==> config.mk <==
export PLATFORM = sky130hd
export DESIGN_NAME = regfile_mp_flat
export DESIGN_NICKNAME = d
export VERILOG_FILES = /design/src/rtl/regfile_mp_pkg.sv /design/src/rtl/regfile_mp_if.sv /design/src/rtl/regfile_mp_rd_port.sv /design/src/rtl/regfile_mp.sv /design/src/flat_wrapper.sv
export SDC_FILE = /design/constraint.sdc
export NUM_CORES = 2
export LEC_CHECK = 0
export BUFFER_PORTS_ARGS = -buffer_cell sky130_fd_sc_hd__clkbuf_2
export CAP_MARGIN = 20
export CORE_UTILIZATION = 39
export CTS_CLUSTER_SIZE = 30
export DETAILED_ROUTE_END_ITERATION = 7
export GPL_TIMING_DRIVEN = 0
export PLACE_DENSITY = 0.61
export SYNTH_ARGS = -nofsm -noshare
export SYNTH_HDL_FRONTEND = slang
export SYNTH_SLANG_ARGS = --single-unit
==> constraint.sdc <==
create_clock -name clk -period 94.4 [get_ports clk]
set_input_delay 18.88 -clock clk [delete_from_list [all_inputs] [get_ports clk]]
set_output_delay 18.88 -clock clk [all_outputs]
set_load 0.05 [all_outputs]
==> src/rtl/regfile_mp_pkg.sv <==
// Shared definitions for the multi-port register file: default geometry and FSM encoding.
package regfile_mp_pkg;

    localparam int REG_WIDTH      = 32;
    localparam int REG_ADDR_WIDTH = 5;

    typedef enum logic {
        CLEAR = 1'b0,
        RUN   = 1'b1
    } state_e;

endpackage

==> src/rtl/regfile_mp_if.sv <==
// Bus bundle between decode/execute (master) and the multi-port register file (slave).
interface regfile_mp_if
    import regfile_mp_pkg::*;
#(
    parameter int DATA_W = REG_WIDTH,
    parameter int ADDR_W = REG_ADDR_WIDTH,
    parameter int NUM_RD = 2,
    parameter int NUM_WR = 2
);

    logic                       ready;

    logic [NUM_WR-1:0]          wr_en;
    logic [NUM_WR*ADDR_W-1:0]   wr_addr;
    logic [NUM_WR*DATA_W-1:0]   wr_data;

    logic [NUM_RD-1:0]          rd_en;
    logic [NUM_RD*ADDR_W-1:0]   rd_addr;
    logic [NUM_RD*DATA_W-1:0]   rd_data;
    logic [NUM_RD-1:0]          rd_busy;

    logic                       alloc_en;
    logic [ADDR_W-1:0]          alloc_addr;

    modport master (
        input  ready, rd_data, rd_busy,
        output wr_en, wr_addr, wr_data, rd_en, rd_addr, alloc_en, alloc_addr
    );

    modport slave (
        output ready, rd_data, rd_busy,
        input  wr_en, wr_addr, wr_data, rd_en, rd_addr, alloc_en, alloc_addr
    );

endinterface

==> src/rtl/regfile_mp_rd_port.sv <==
// One combinational read port: priority write bypass, r0 hardwiring and busy masking.
module regfile_rd_port
    import regfile_mp_pkg::*;
#(
    parameter int DATA_W = REG_WIDTH,
    parameter int ADDR_W = REG_ADDR_WIDTH,
    parameter int NUM_WR = 2,
    parameter int DEPTH  = 2**ADDR_W
) (
    input  logic                     run,
    input  logic                     rd_en,
    input  logic [ADDR_W-1:0]        rd_addr,
    input  logic [DATA_W-1:0]        rd_word,
    input  logic [NUM_WR-1:0]        wr_en,
    input  logic [NUM_WR*ADDR_W-1:0] wr_addr,
    input  logic [NUM_WR*DATA_W-1:0] wr_data,
    input  logic [DEPTH-1:0]         busy,
    output logic [DATA_W-1:0]        rd_data,
    output logic                     rd_busy
);

    logic              hit;
    logic [DATA_W-1:0] byp_data;

    // Later ports overwrite earlier matches, so the highest-index writer is forwarded.
    always_comb begin
        hit      = 1'b0;
        byp_data = '0;
        for (int i = 0; i < NUM_WR; i++) begin
            if (wr_en[i] && (wr_addr[i*ADDR_W +: ADDR_W] == rd_addr)) begin
                hit      = 1'b1;
                byp_data = wr_data[i*DATA_W +: DATA_W];
            end
        end
    end

    always_comb begin
        rd_data = '0;
        rd_busy = 1'b0;
        if (run && rd_en && (rd_addr != '0)) begin
            if (hit) begin
                rd_data = byp_data;
            end else begin
                rd_data = rd_word;
                rd_busy = busy[rd_addr];
            end
        end
    end

endmodule

==> src/rtl/regfile_mp.sv <==
// Multi-port integer register file with busy scoreboard and a post-reset clear sweep.
module regfile_mp
    import regfile_mp_pkg::*;
#(
    parameter int DATA_W = REG_WIDTH,
    parameter int ADDR_W = REG_ADDR_WIDTH,
    parameter int NUM_RD = 2,
    parameter int NUM_WR = 2
) (
    input  logic         clk,
    input  logic         rst,
    regfile_mp_if.slave  bus
);

    localparam int DEPTH = 2**ADDR_W;

    typedef logic [DATA_W-1:0] word_t;

    state_e            state_q, state_d;
    logic [ADDR_W-1:0] clr_idx_q, clr_idx_d;
    logic [DEPTH-1:0]  busy_q, busy_d;
    word_t             regs_q [DEPTH];
    word_t             regs_d [DEPTH];
    logic              run;

    assign bus.ready = (state_q == RUN);
    assign run       = (state_q == RUN) && !rst;

    always_comb begin
        state_d   = state_q;
        clr_idx_d = clr_idx_q;
        regs_d    = regs_q;
        busy_d    = busy_q;
        unique case (state_q)
            CLEAR: begin
                regs_d[clr_idx_q] = '0;
                clr_idx_d         = clr_idx_q + ADDR_W'(1);
                if (clr_idx_q == ADDR_W'(DEPTH - 1)) begin
                    state_d = RUN;
                end
            end
            RUN: begin
                for (int i = 0; i < NUM_WR; i++) begin
                    if (bus.wr_en[i] && (bus.wr_addr[i*ADDR_W +: ADDR_W] != '0)) begin
                        regs_d[bus.wr_addr[i*ADDR_W +: ADDR_W]] = bus.wr_data[i*DATA_W +: DATA_W];
                        busy_d[bus.wr_addr[i*ADDR_W +: ADDR_W]] = 1'b0;
                    end
                end
                // Allocation comes after the write clears: a new producer supersedes the old one.
                if (bus.alloc_en && (bus.alloc_addr != '0)) begin
                    busy_d[bus.alloc_addr] = 1'b1;
                end
            end
            default: ;
        endcase
        busy_d[0] = 1'b0;
    end

    always_ff @(posedge clk) begin
        if (rst) begin
            state_q   <= CLEAR;
            clr_idx_q <= '0;
            busy_q    <= '0;
        end else begin
            state_q   <= state_d;
            clr_idx_q <= clr_idx_d;
            busy_q    <= busy_d;
        end
    end

    // The array itself has no reset; the clear sweep zeroes it after rst drops.
    always_ff @(posedge clk) begin
        if (!rst) begin
            regs_q <= regs_d;
        end
    end

    for (genvar j = 0; j < NUM_RD; j++) begin : g_rd
        logic [ADDR_W-1:0] addr;
        logic [DATA_W-1:0] port_data;
        logic              port_busy;

        assign addr = bus.rd_addr[j*ADDR_W +: ADDR_W];

        regfile_rd_port #(
            .DATA_W (DATA_W),
            .ADDR_W (ADDR_W),
            .NUM_WR (NUM_WR),
            .DEPTH  (DEPTH)
        ) u_rd_port (
            .run     (run),
            .rd_en   (bus.rd_en[j]),
            .rd_addr (addr),
            .rd_word (regs_q[addr]),
            .wr_en   (bus.wr_en),
            .wr_addr (bus.wr_addr),
            .wr_data (bus.wr_data),
            .busy    (busy_q),
            .rd_data (port_data),
            .rd_busy (port_busy)
        );

        assign bus.rd_data[j*DATA_W +: DATA_W] = port_data;
        assign bus.rd_busy[j]                  = port_busy;
    end

endmodule

==> src/flat_wrapper.sv <==
// flat-port wrapper written by rule: the top's interface ports become plain ports
module regfile_mp_flat import regfile_mp_pkg::*;
#(
    parameter int DATA_W = REG_WIDTH,
    parameter int ADDR_W = REG_ADDR_WIDTH,
    parameter int NUM_RD = 2,
    parameter int NUM_WR = 2
)
  (clk, rst, bus_ready, bus_rd_data, bus_rd_busy, bus_wr_en, bus_wr_addr, bus_wr_data, bus_rd_en, bus_rd_addr, bus_alloc_en, bus_alloc_addr);
  regfile_mp_if #(.DATA_W(DATA_W), .ADDR_W(ADDR_W), .NUM_RD(NUM_RD), .NUM_WR(NUM_WR)) bus_i ();
  input  logic clk;
  input  logic rst;
  output wire logic [$bits(bus_i.ready)-1:0] bus_ready;
  output wire logic [$bits(bus_i.rd_data)-1:0] bus_rd_data;
  output wire logic [$bits(bus_i.rd_busy)-1:0] bus_rd_busy;
  input wire logic [$bits(bus_i.wr_en)-1:0] bus_wr_en;
  input wire logic [$bits(bus_i.wr_addr)-1:0] bus_wr_addr;
  input wire logic [$bits(bus_i.wr_data)-1:0] bus_wr_data;
  input wire logic [$bits(bus_i.rd_en)-1:0] bus_rd_en;
  input wire logic [$bits(bus_i.rd_addr)-1:0] bus_rd_addr;
  input wire logic [$bits(bus_i.alloc_en)-1:0] bus_alloc_en;
  input wire logic [$bits(bus_i.alloc_addr)-1:0] bus_alloc_addr;
  assign bus_ready = bus_i.ready;
  assign bus_rd_data = bus_i.rd_data;
  assign bus_rd_busy = bus_i.rd_busy;
  assign bus_i.wr_en = bus_wr_en;
  assign bus_i.wr_addr = bus_wr_addr;
  assign bus_i.wr_data = bus_wr_data;
  assign bus_i.rd_en = bus_rd_en;
  assign bus_i.rd_addr = bus_rd_addr;
  assign bus_i.alloc_en = bus_alloc_en;
  assign bus_i.alloc_addr = bus_alloc_addr;
  regfile_mp #(.DATA_W(DATA_W), .ADDR_W(ADDR_W), .NUM_RD(NUM_RD), .NUM_WR(NUM_WR)) u_core (.clk(clk), .rst(rst), .bus(bus_i));
endmodule
==> qor.csv <==
stage,metric,value,unit
die,Starting Density,0.393,
power,cell area power density,15.3,nW/um^2
worst_setup_path,Worst R2R Setup Slack,89.61,ns
power,internal power component,0.947,mW
logic_synthesis,Synth Area in Adders,0.000776,
sta,Slew Limit Fails,16,
cts,H-tree Lvls,4,
min_path,Hold Startpoint,u_core.busy_q[10],
sta,worst slew pin tran,1.71,ns
sta,hold_ws,0.482,ns
cts,Root Buffer,clkbuf_16,
detailed_routing,routed via count,86400,
sta,crit path time final,43.00,ns
worst_setup_path,crit path DAT,24.12,ns
worst_setup_path,slowest CP cell,buf_2,
power,Comb power frac,0.195,
die,# rows,166,
worst_setup_path,Worst path max stage delay,0.92,ns
power,Worst VDD drop,0.0206,mV
cts,Max clock buf depth,3,
power,Clock Power Share,0.394,
final_layout,layout cells sized above 1,0.191,
cts,PostCTS Resize Cnt,0,
final_layout,final core utilization,0.453,
logic_synthesis,Synth Area in XOR/XNOR,0.00250,
sta,Final Cycle Share,0.456,
sta,fmax,23.3,MHz
sta,Worst Clk Skew,0.0343,ns
min_path,Worst Hold End,u_core.busy_q[10],
sta,final hold violations,0,
worst_setup_path,crit-path cells,buf_2 -> buf_2 -> buf_2 -> clkbuf_1 -> a211oi_1 -> nor3_1 -> nor3_1 -> o221ai_1 -> clkbuf_2,
die,Die Ht,457,um
logic_synthesis,Main synth FF type,edfxtp_1,
logic_synthesis,Syn Std Cell Area,80600,um^2
worst_setup_path,cell depth of the worst flop-to-flop path,6,
logic_synthesis,Post-Synth Simple-Gate Area,0.0861,
logic_synthesis,most frequent cell after synthesis,edfxtp_1,
worst_setup_path,capturing point of the worst reg2reg path,u_core.regs_q[944],
cts,Num CTS Buffers,143,
cts,post-CTS setup buffers,0,
cts,clock-pin transition on the worst setup and hold timing paths,0.06,ns
worst_setup_path,WS Path Type,input pin to output pin,
sta,Fin Setup TNS,0,ns
status,failing checks,"DRC, slew limit",
global_routing,global-route usage over all layers,0.550,
detailed_routing,Residual DRC,2,
global_routing,first-pass GRT wire length,757,mm
logic_synthesis,Post-Syn Instances,7686,
logic_synthesis,largest family of logic cells by synthesized area,multiplexers,
logic_synthesis,YS warnings,0,
sta,setup violators final,0,
logic_synthesis,mean post-synth cell area,10.5,um^2
worst_setup_path,Most common cell on crit path,buf_2,
global_routing,largest net degree at the start of global routing,64,
detailed_routing,DRT iter0 DRCs,19100,
cts,"Clk Latency, worst-skew pair",0.86,ns
worst_setup_path,crit path max fanout,13,
final_layout,area delta synth->final,15.1,%
detailed_routing,Total Wirelength,594,mm
worst_setup_path,crit start category,input pin,
logic_synthesis,Synth Register Bits,1061,
worst_setup_path,crit end category,output pin,
logic_synthesis,top cell type's share of synthesized area,0.381,
final_layout,Final #Nets,8252,
cts,TritonCTS clock tree,yes,
detailed_routing,vias per cell,7.83,
logic_synthesis,part of the Yosys area used for sequential elements,0.391,
detailed_routing,Detailed Routing Iterations Pass 1,8,
place,dpl hpwl,452,mm
power,Pleak,32.1,nW
cts,hold-fix buffers at CTS,0,
logic_synthesis,number of flops mapped to enable cells by yosys,1024,
power,NetSw,0.470,mW
logic_synthesis,Post-synth top cells,"edfxtp_1, o21ai_0, mux2i_1",
logic_synthesis,mux cell area share after synthesis,0.245,
cts,CTS Sinks,1061,
place,final RePlAce weighted congestion,1.11,
worst_setup_path,WP data required,75.52,ns
die,Ports,163,
logic_synthesis,Mapped Nets,7787,
logic_synthesis,Yosys top cell by area,edfxtp_1,
job,Max-Cap Viols,0,
detailed_routing,Routed Antenna Nets,0,
min_path,worst hold stages,2,
global_routing,number of global-route vias before repair,75000,
die,Core Box Area,205000,um^2
place,# port buffers,98,
logic_synthesis,Compound-Gate Fraction of Synth Area,0.222,
global_routing,grt total ovfl,0,
logic_synthesis,share of async-settable or async-resettable flops after synthesis,0,
sta,RSZ-0062 raised after global routing,false,
die,Die Span X,457,um
status,status,"complete, but fails checks",
global_routing,antenna violations before repair,57,
power,power share of the sequential group,0.412,
min_path,Worst Hold Class,register to register,
worst_setup_path,reg2reg start,u_core.bus.ready,
logic_synthesis,Synth area leaders,"edfxtp_1, mux4_2, mux2i_1, a22o_1, o21ai_0",
power,switching portion of total power,0.332,
power,Final Power,1.42,mW
detailed_routing,DR WL/cell,53.8,um
die,Die Area,209000,um^2
logic_synthesis,Yosys cell types,86,
sta,Slew headroom,-0.141,
-- cells in the final DEF, fill, tap and decap left out, drive strengths merged, types with 63 or more instances in the layout --
| cell | netlist | routed |
|---|---|---|
| nand2 | 704 | 704 |
| a211oi | 209 | 209 |
| nor2 | 529 | 529 |
| a221oi | 65 | 65 |
| mux2 | 221 | 221 |
| edfxtp | 1024 | 1024 |
| o2bb2ai | 81 | 81 |
| buf | 335 | 555 |
| mux2i | 743 | 743 |
| diode | 0 | 78 |
| o21ai | 795 | 795 |
| nor3 | 85 | 85 |
| nand3 | 103 | 103 |
| clkinv | 1 | 63 |
| a21oi | 300 | 300 |
| a22o | 707 | 707 |
| clkbuf | 657 | 936 |
| o22ai | 121 | 121 |
| mux4 | 435 | 435 |
| a22oi | 127 | 127 |
-- power groups by stage --
stage / sequential, mW / combinational, mW / clock, mW
floorplan: 0.602 / 0.143 / 0
global placement: 0.632 / 0.244 / 0
detailed placement: 0.590 / 0.257 / 0
CTS: 0.580 / 0.258 / 0.548
global route: 0.585 / 0.272 / 0.562
finish: 0.583 / 0.276 / 0.558
-- registers in the layout, summed over array words and instances (netlist names) --
| name | cells |
|---|---|
| u_core.regs_q | 1024 |
| u_core.clr_idx_q | 5 |
| u_core.busy_q | 31 |
| u_core.bus.ready | 1 |
-- kinds of logic (layout without fill, tap and decap cells) --
family	Yosys count	after routing
buffers and inverters	1004	1581
flip-flops	1061	1061
other	0	78
adder cells (fa/ha/maj)	5	5
multiplexers	1399	1399
AO/OA/AOI/OAI	2588	2588
AND/OR/NAND/NOR	1606	1606
XOR/XNOR	23	23
-- worst max-delay path: cells and delay by family --
kind	cells	cell delay [ns]
AND/OR/NAND/NOR	2	1.02
buffers and inverters	5	3.31
AO/OA/AOI/OAI	2	0.85
-- metrics by stage --
stage	setup slack [ns]	std cells	cell area, um^2
floorplan	44.98	7686	80600
global placement	25.60	10500	84500
detailed placement	51.87	10700	87700
CTS	51.86	10900	92100
global route	51.85	11000	92600
finish	51.40	11000	92800
-- worst max-delay path by stage --
stage | startpoint | endpoint | slack (ns)
finish | bus_rd_addr[2] | bus_rd_data[0] | 51.40
global route | bus_rd_addr[0] | bus_rd_data[0] | 51.85
CTS | bus_rd_addr[0] | bus_rd_data[0] | 51.86
detailed placement | bus_rd_addr[0] | bus_rd_data[0] | 51.87
global placement | rst | u_core.busy_q[29] | 25.60
floorplan | rst | u_core.busy_q[26] | 44.98
-- per-layer routing --
layer  GRT usage  vias up  routed length (um)
met5     0.00505        -                 355
met2       0.697     9645              221000
li1            -    31300                   -
met4       0.461       22               60100
met1       0.694    43400              214000
met3       0.261     2063               97400
-- layout make-up --
class,instances,area (um^2)
Fill cell,19300,112000
Timing Repair Buffer,320,3980
Antenna cell,78,195
Clock buffer,179,3710
Tap cell,2688,3360
Sequential cell,1061,31500
Multi-Input combinational cell,5621,45000
Inverter,12,45.0
Clock inverter,78,701
Buffer,992,4330
Power figures use the tool's default switching activity.
